### config.mk
export PLATFORM = sky130hd
export DESIGN_NAME = wb_cmd_master
export DESIGN_NICKNAME = d
export VERILOG_FILES = /design/src/rtl/wb_cmd_pkg.sv /design/src/rtl/wb_cmd_timeout.sv /design/src/rtl/wb_cmd_master.sv
export SDC_FILE = /design/constraint.sdc
export NUM_CORES = 1
export LEC_CHECK = 0
export CORE_MARGIN = 3
export CORE_UTILIZATION = 30
export CTS_CLUSTER_SIZE = 20
export DETAILED_ROUTE_END_ITERATION = 12
export DONT_BUFFER_PORTS = 1
export PLACE_DENSITY = 0.52
export SKIP_CTS_REPAIR_TIMING = 1
export SLEW_MARGIN = 30
export SYNTH_ARGS = -nofsm -noshare
export SYNTH_HDL_FRONTEND = slang
export SYNTH_SLANG_ARGS = --single-unit
### constraint.sdc
create_clock -name clk -period 1.7 [get_ports clk]
set_input_delay 0.255 -clock clk [delete_from_list [all_inputs] [get_ports clk]]
set_output_delay 0.255 -clock clk [all_outputs]
set_load 0.005 [all_outputs]
### src/rtl/wb_cmd_pkg.sv
// Shared types and defaults for the single-outstanding Wishbone command master.
package wb_cmd_pkg;

    localparam int WB_ADR_W = 32;
    localparam int WB_DAT_W = 32;
    localparam int unsigned WB_TIMEOUT_DEFAULT = 255;

    typedef enum logic [1:0] {
        IDLE = 2'd0,
        BUS  = 2'd1,
        RESP = 2'd2
    } wb_state_e;

endpackage

### src/rtl/wb_cmd_timeout.sv
// Clear/enable counter that flags the cycle in which the count reaches its limit.
module wb_cmd_timeout #(
    parameter int unsigned limit = 255
) (
    input  logic clk,
    input  logic rst_n,
    input  logic clr_i,
    input  logic en_i,
    output logic tc_o
);

    localparam int cnt_w = $clog2(limit + 1);

    logic [cnt_w-1:0] cnt_q;
    logic [cnt_w-1:0] cnt_d;

    // tc fires in the enabled cycle whose increment would reach the limit.
    assign tc_o = en_i && (cnt_q == cnt_w'(limit - 1));

    always_comb begin
        cnt_d = cnt_q;
        if (clr_i) begin
            cnt_d = '0;
        end else if (en_i && !tc_o) begin
            cnt_d = cnt_q + 1'b1;
        end
    end

    always_ff @(posedge clk or negedge rst_n) begin
        if (!rst_n) begin
            cnt_q <= '0;
        end else begin
            cnt_q <= cnt_d;
        end
    end

endmodule

### src/rtl/wb_cmd_master.sv
// Single-outstanding Wishbone classic initiator fed by a valid/ready command stream.
// Optional ack timeout is built when WB_CMD_MASTER_TIMEOUT_EN is defined.
module wb_cmd_master
    import wb_cmd_pkg::*;
#(
    parameter int          wb_adr_width   = WB_ADR_W,
    parameter int          wb_dat_width   = WB_DAT_W,
    parameter int unsigned timeout_cycles = WB_TIMEOUT_DEFAULT
) (
    input  logic                    clk,
    input  logic                    rst,
    input  logic                    cmd_valid_i,
    output logic                    cmd_ready_o,
    input  logic                    cmd_we_i,
    input  logic [wb_adr_width-1:0] cmd_adr_i,
    input  logic [wb_dat_width-1:0] cmd_dat_i,
    output logic                    rsp_valid_o,
    input  logic                    rsp_ready_i,
    output logic [wb_dat_width-1:0] rsp_dat_o,
    output logic                    rsp_err_o,
    output logic [wb_adr_width-1:0] wb_adr_o,
    output logic [wb_dat_width-1:0] wb_dat_o,
    output logic                    wb_we_o,
    output logic                    wb_cyc_o,
    output logic                    wb_stb_o,
    input  logic [wb_dat_width-1:0] wb_dat_i,
    input  logic                    wb_ack_i,
    output logic [1:0]              dbg_state_o
);

    // Handshakes: a beat transfers on the rising edge where valid and ready are both high;
    // valid never waits on ready, and payload stays stable while valid is high.

    wb_state_e state_q;
    wb_state_e state_d;

    logic [wb_adr_width-1:0] adr_q;
    logic [wb_dat_width-1:0] dat_q;
    logic                    we_q;
    logic [wb_dat_width-1:0] rsp_dat_q;
    logic                    timeout_hit;

    assign dbg_state_o = state_q;

`ifdef WB_CMD_MASTER_TIMEOUT_EN
    logic rsp_err_q;

    wb_cmd_timeout #(
        .limit(timeout_cycles)
    ) u_timeout (
        .clk   (clk),
        .rst_n (rst),
        .clr_i (state_q != BUS),
        .en_i  ((state_q == BUS) && !wb_ack_i),
        .tc_o  (timeout_hit)
    );

    // Ack has priority, so an abort is flagged only when no ack came with the terminal count.
    always_ff @(posedge clk or negedge rst) begin
        if (!rst) begin
            rsp_err_q <= 1'b0;
        end else if (state_q == BUS) begin
            if (wb_ack_i) begin
                rsp_err_q <= 1'b0;
            end else if (timeout_hit) begin
                rsp_err_q <= 1'b1;
            end
        end
    end

    assign rsp_err_o = rsp_err_q;
`else
    logic unused_timeout_cfg;

    assign timeout_hit        = 1'b0;
    assign unused_timeout_cfg = (timeout_cycles == 0);
    assign rsp_err_o          = 1'b0;
`endif

    always_ff @(posedge clk or negedge rst) begin
        if (!rst) begin
            state_q <= IDLE;
        end else begin
            state_q <= state_d;
        end
    end

    always_comb begin
        state_d = state_q;
        case (state_q)
            IDLE: if (cmd_valid_i) state_d = BUS;
            BUS:  if (wb_ack_i || timeout_hit) state_d = RESP;
            RESP: if (rsp_ready_i) state_d = IDLE;
            default: state_d = IDLE;
        endcase
    end

    // cmd_ready is gated by rst so it reads low for the whole reset interval.
    always_comb begin
        cmd_ready_o = 1'b0;
        wb_cyc_o    = 1'b0;
        wb_stb_o    = 1'b0;
        rsp_valid_o = 1'b0;
        case (state_q)
            IDLE: cmd_ready_o = rst;
            BUS: begin
                wb_cyc_o = 1'b1;
                wb_stb_o = 1'b1;
            end
            RESP: rsp_valid_o = 1'b1;
            default: ;
        endcase
    end

    always_ff @(posedge clk or negedge rst) begin
        if (!rst) begin
            adr_q     <= '0;
            dat_q     <= '0;
            we_q      <= 1'b0;
            rsp_dat_q <= '0;
        end else begin
            if ((state_q == IDLE) && cmd_valid_i) begin
                adr_q <= cmd_adr_i;
                dat_q <= cmd_dat_i;
                we_q  <= cmd_we_i;
            end
            if (state_q == BUS) begin
                if (wb_ack_i) begin
                    rsp_dat_q <= we_q ? '0 : wb_dat_i;
                end else if (timeout_hit) begin
                    rsp_dat_q <= '0;
                end
            end
        end
    end

    assign wb_adr_o  = adr_q;
    assign wb_dat_o  = dat_q;
    assign wb_we_o   = we_q;
    assign rsp_dat_o = rsp_dat_q;

endmodule

; Word level (Yosys, flattened, before mapping)
; Cells that the tools add are included.
[classes]
n_shift = 0
addsub = 0
n_div = 0
n_mux = 8
bitwise_logic = 0
n_eq_ne = 5
reduce_logical = 4
mul = 0
n_lt_le_gt_ge = 0
[ops]
columns = cell, n
row1 = two-way mux 32 bit, 1
row2 = two-way mux 2 bit, 3
row3 = inequality test 2 bit (second input constant), 3
row4 = one-hot mux 2 bit (3 select lines), 1
row5 = two-way mux 1 bit, 3
row6 = AND reduction 3 bit, 1
row7 = == test 2 x 1 -> 1 bit (second input constant), 1
row8 = == test 2 bit (second input constant), 1
row9 = logical NOT 2 bit, 1
row10 = AND reduction 2 bit, 1
row11 = logical AND 1 bit, 1
[totals]
mem_bits_rw = 0
wordCells = 22
register_bits = 99
output_inout_bits = 104
latchBits = 0
mem_bits_ro = 0
input_bits = 102
memories = 0

; Longest topological paths before layout
[depth]
depth_word = 3
ltp_mapped = 4
ltp_nobuf = 2

; Least setup slack after synthesis
; Ideal clock, no wire load.
[synth_timing]
kind = register to register
start = register state_q[1] (netlist: dbg_state_o[1])
end = register adr_q[0] (netlist: wb_adr_o[0])
path_buffers = 2
arrival_ns = 1.287
required_ns = 1.575
setup_ns = 0.125
stages_incl_launch_ff = 5
path_slack_ns = 0.289
synth_period_minus_slack_ns = 1.411
path_cell_list = dfrtp_1 > nor3b_2 > buf_4 > buf_6 > mux2_2
[synth_between]
elab_chain_len = 2
[synth_rtl]
columns = element, line
row1 = "start, declared", wb_cmd_master.sv:34  ; wb_state_e state_q;
row2 = "start signal, assigned", wb_cmd_master.sv:84  ; state_q <= state_d;
row3 = logical NOT 2 bit, wb_cmd_master.sv:122  ; if ((state_q == IDLE) && cmd_valid_i) begin
row4 = logical AND 1 bit, wb_cmd_master.sv:122
row5 = "end signal, assigned", wb_cmd_master.sv:123  ; adr_q <= cmd_adr_i;
row6 = "end, declared", wb_cmd_master.sv:37  ; logic [wb_adr_width-1:0] adr_q;
; No other way between the ends.
; A chain may end at the register's enable or synchronous reset.

; Worst setup path in the final report
[layout_timing]
start = register state_q[1] (netlist: dbg_state_o[1])
end = register dat_q[6] (netlist: wb_dat_o[6])
[layout_between]
elab_chain_len = 2
[layout_rtl]
columns = element, line
row1 = logical NOT 2 bit, wb_cmd_master.sv:122
row2 = logical AND 1 bit, wb_cmd_master.sv:122
row3 = "end signal, assigned", wb_cmd_master.sv:124  ; dat_q <= cmd_dat_i;
row4 = "end, declared", wb_cmd_master.sv:38  ; logic [wb_dat_width-1:0] dat_q;
; No other way between the ends.

==> impl.org <==
** GRT
- Largest net degree at the start of global routing :: 101
- The number of global-route vias before repair came to 2116.
- Antenna violations before repair :: 2
- The first global-routing pass estimated 12.2 mm of wire.
- The total overflow left after global routing is 0.
- For this run, the total global-route usage over all layers was measured as 0.109.

** Worst setup path
- Startpoint of the worst-slack reg-to-reg timing path :: dbg_state_o[1]
- In this run the worst setup path begins at dbg_state_o[1].
- STA puts the critical path data arrival time at 1.78 ns.
- The setup path with the least slack is of type register to register.
- Maximum fanout along the worst path :: 36
- Kind of capture point of the worst setup path :: register
- The worst setup path is launched from a register.
- For the worst setup path, the data required time is 1.92 ns.
- For this run, the slowest stage of the critical path takes 0.47 ns.
- The largest individual stage delay along the critical path comes from the cell sky130_fd_sc_hd__dfrtp_1.
- Walking the worst path, the cells encountered are nor3b_4 > buf_12 > mux2_2.

** Routing
- Vias after detailed routing :: 1999
- Once detail routing completed, the nets flagged for antenna violations numbered 0.
- Drt drc :: 0
- Summed over all layers, the routed wires come to 8.40 mm.
- Pre-Repair DR Iteration Count :: 4
- For this block, the initial DRC count from the detailed router was 65.
- Wire per inst :: 19.2 µm
- Number of vias per cell :: 4.57

** Logic synthesis
- Post-synth EDFFs :: 0
- List of most frequent post-synthesis cells :: sky130_fd_sc_hd__dfrtp_1, sky130_fd_sc_hd__mux2_2, sky130_fd_sc_hd__nor2b_1, sky130_fd_sc_hd__mux2_4, sky130_fd_sc_hd__buf_6
- Proportion of synthesized flip-flops having asynchronous set or reset :: 1.00
- Number of distinct standard cells referenced by the synthesized netlist :: 18
- Synthesis handed over a netlist of 255 instances.
- Top post-synthesis cells by area :: sky130_fd_sc_hd__dfrtp_1, sky130_fd_sc_hd__mux2_2, sky130_fd_sc_hd__mux2_4
- The share of the Yosys chip area taken by registers is 0.601.
- Summing every instance area after synthesis gives 4120 µm².
- Count leader, synth :: sky130_fd_sc_hd__dfrtp_1
- Summed over all instances, the cell type with the most area after synthesis is sky130_fd_sc_hd__dfrtp_1.
- Average instance area after synthesis :: 16.2 µm²
- Predominant post-synthesis flop cell :: sky130_fd_sc_hd__dfrtp_1
- The share of synthesized area in the top cell type comes to 0.601.
- Register bit total from synthesis :: 99
- Count of synthesis-stage warnings from yosys :: 0
- The number of nets in the synthesized netlist is 357.

** CTS
- H-tree lvl count :: 3
- TritonCTS built the clock tree.
- Clock input transition at the sequential cells of the worst setup and hold paths :: 0.07 ns
- Clock Root Buffer :: sky130_fd_sc_hd__clkbuf_16
- At the later pin of the worst-skew pair, clock insertion delay measures 0.34 ns.
- For this design, the sink count on the clock tree is 99.
- Number of buffers inserted during clock tree synthesis :: 9
- The longest clock path from root to sink contains 2 buffers.

** Floorplan
- Row generation in the floorplan step produced 42 rows.
- The die is 123 µm wide.
- The die is 123 µm tall.
- The floorplan step defined a core boundary enclosing 13300 µm².
- During I/O placement, the number of pins put on the boundary was 206.
- For this configuration, the core starts out at a cell density of 0.309.
- The die covers 15200 µm².

** Hold path
- The worst hold path belongs to the class input pin to async pin.

** Layout
- Proportion of layout cells with a drive suffix above 1 :: 0.458
- Filler cells :: 1298
- Relative to the synthesized area, the layout overhead comes to 10.9%.
- The final layout contains 357 nets.

** Run status
- Run status :: finished, violations left
- Violations in the final reports :: negative hold slack

** STA
- The max-slew violation count was 0.
- After routing, the total negative slack on setup checks comes to 0 ns.
- Setup slack on the critical path of the routed design comes to 0.140 ns.
- Setup clock skew after layout :: 0.00562 ns
- Setup violations remaining at the end of the flow were counted as 0.
- Final hold viol count :: 99
- Min Hold Slack :: -0.399 ns
- Unrepaired setup endpoints after global routing :: false
- Final critical-path share of the clock period :: 0.917
- Maximum achievable frequency :: 641 MHz
- Final min period :: 1.56 ns

** Power
- IR analysis of the VDD net gives a maximum drop of 633 µV.
- In this run the static leakage power is 1.96 nW.
- Total power consumption of the routed design :: 0.00888 W
- Ratio of total power to cell area :: 1940 nW/µm²

** Placed design
- After legalization and detailed placement, the total HPWL measured 5.94 mm.
- Global placement routability congestion :: 0.753
- Minimum setup slack after placement :: 0.135 ns
- Quantity of I/O buffers inserted on ports :: 0

** Flow run
- Number of max-cap violations :: 0
[cell usage in the layout (no fill, tap or decap)]
cell type / netlist / layout
sky130_fd_sc_hd__clkbuf_8: 0 / 6
sky130_fd_sc_hd__nand2b_1: 2 / 2
sky130_fd_sc_hd__and3b_2: 0 / 1
sky130_fd_sc_hd__inv_1: 1 / 1
sky130_fd_sc_hd__buf_4: 3 / 2
sky130_fd_sc_hd__mux2_2: 68 / 68
sky130_fd_sc_hd__nor3b_4: 0 / 1
sky130_fd_sc_hd__nor3b_1: 1 / 1
sky130_fd_sc_hd__dfrtp_1: 99 / 99
sky130_fd_sc_hd__diode_2: 0 / 1
sky130_fd_sc_hd__a21o_1: 1 / 1
sky130_fd_sc_hd__clkbuf_1: 3 / 1
sky130_fd_sc_hd__a21oi_1: 1 / 1
sky130_fd_sc_hd__clkbuf_16: 0 / 9
sky130_fd_sc_hd__conb_1: 1 / 1
sky130_fd_sc_hd__and2b_1: 1 / 1
sky130_fd_sc_hd__buf_12: 3 / 3
sky130_fd_sc_hd__mux2_4: 29 / 29
sky130_fd_sc_hd__nor2b_1: 33 / 33
[cells by family (layout without fill, tap and decap cells)]
logic type / count (synthesis) / count (layout) / share of synthesized area
AND/OR/NAND/NOR: 39 / 39 / 0.0620
multiplexers: 97 / 97 / 0.292
buffers and inverters: 17 / 22 / 0.0413
other: 1 / 2 / 0.000910
AO/OA/AOI/OAI: 2 / 2 / 0.00304
flip-flops: 99 / 99 / 0.601
[area by class of cell]
class	count	area (µm²)	share of cell area
Clock buffer	16	312	0.0682
Tap cell	176	220	0.0482
Inverter	1	3.75	0.000821
Multi-Input combinational cell	139	1480	0.324
Antenna cell	1	2.50	0.000547
Sequential cell	99	2480	0.542
Timing Repair Buffer	5	75.1	0.0164
[through the flow]
step | util | cell area [µm²] | std cells | hold WS (ns)
CTS | 0.342 | 4570 | 436 | -0.420
global placement | 0.319 | 4260 | 420 | -0.0384
detailed placement | 0.319 | 4260 | 420 | -0.0375
floorplan | - | 4120 | 255 | -0.0406
finish | 0.342 | 4570 | 437 | -0.399
global route | 0.342 | 4570 | 437 | -0.423
[worst max-delay path: cells and delay by family (launching register included)]
| family | cells | cell delay [ns] |
|---|---|---|
| flip-flops | 1 | 0.47 |
| multiplexers | 1 | 0.36 |
| AND/OR/NAND/NOR | 1 | 0.33 |
| buffers and inverters | 1 | 0.25 |
[sequential cells by signal, summed over array words and instances (netlist names)]
| name | count |
|---|---|
| rsp_dat_o | 32 |
| wb_adr_o | 32 |
| wb_dat_o | 32 |
| dbg_state_o | 2 |
| wb_we_o | 1 |
[routing by layer]
metal,global-route usage,vias to the layer above,part of all wire
met2,0.162,124,0.47
li1,-,867,-
met4,0.0775,2,0.033
met3,0.0448,17,0.10
met1,0.127,989,0.39
met5,0,-,0.0015
[power breakdown]
group          internal (W)  switching, W
clock network       0.00123      0.000833
registers           0.00349      0.000938
logic               0.00153      0.000859
total               0.00625       0.00263
[path summary, 6_finish.rpt]
path / endpoint / slack [ns] / cells after the start
max: wb_dat_o[6] / 0.14 / 3
min: rsp_dat_o[23] / -0.40 / 0
max reg2reg: wb_dat_o[6] / 0.14 / 3
min reg2reg: wb_dat_o[14] / 0.53 / 1
max in group asynchronous: wb_adr_o[22] / 1.97 / 0
min in group clk: wb_adr_o[16] / 0.06 / 1
Note: power is estimated with default switching activity, not from simulation.
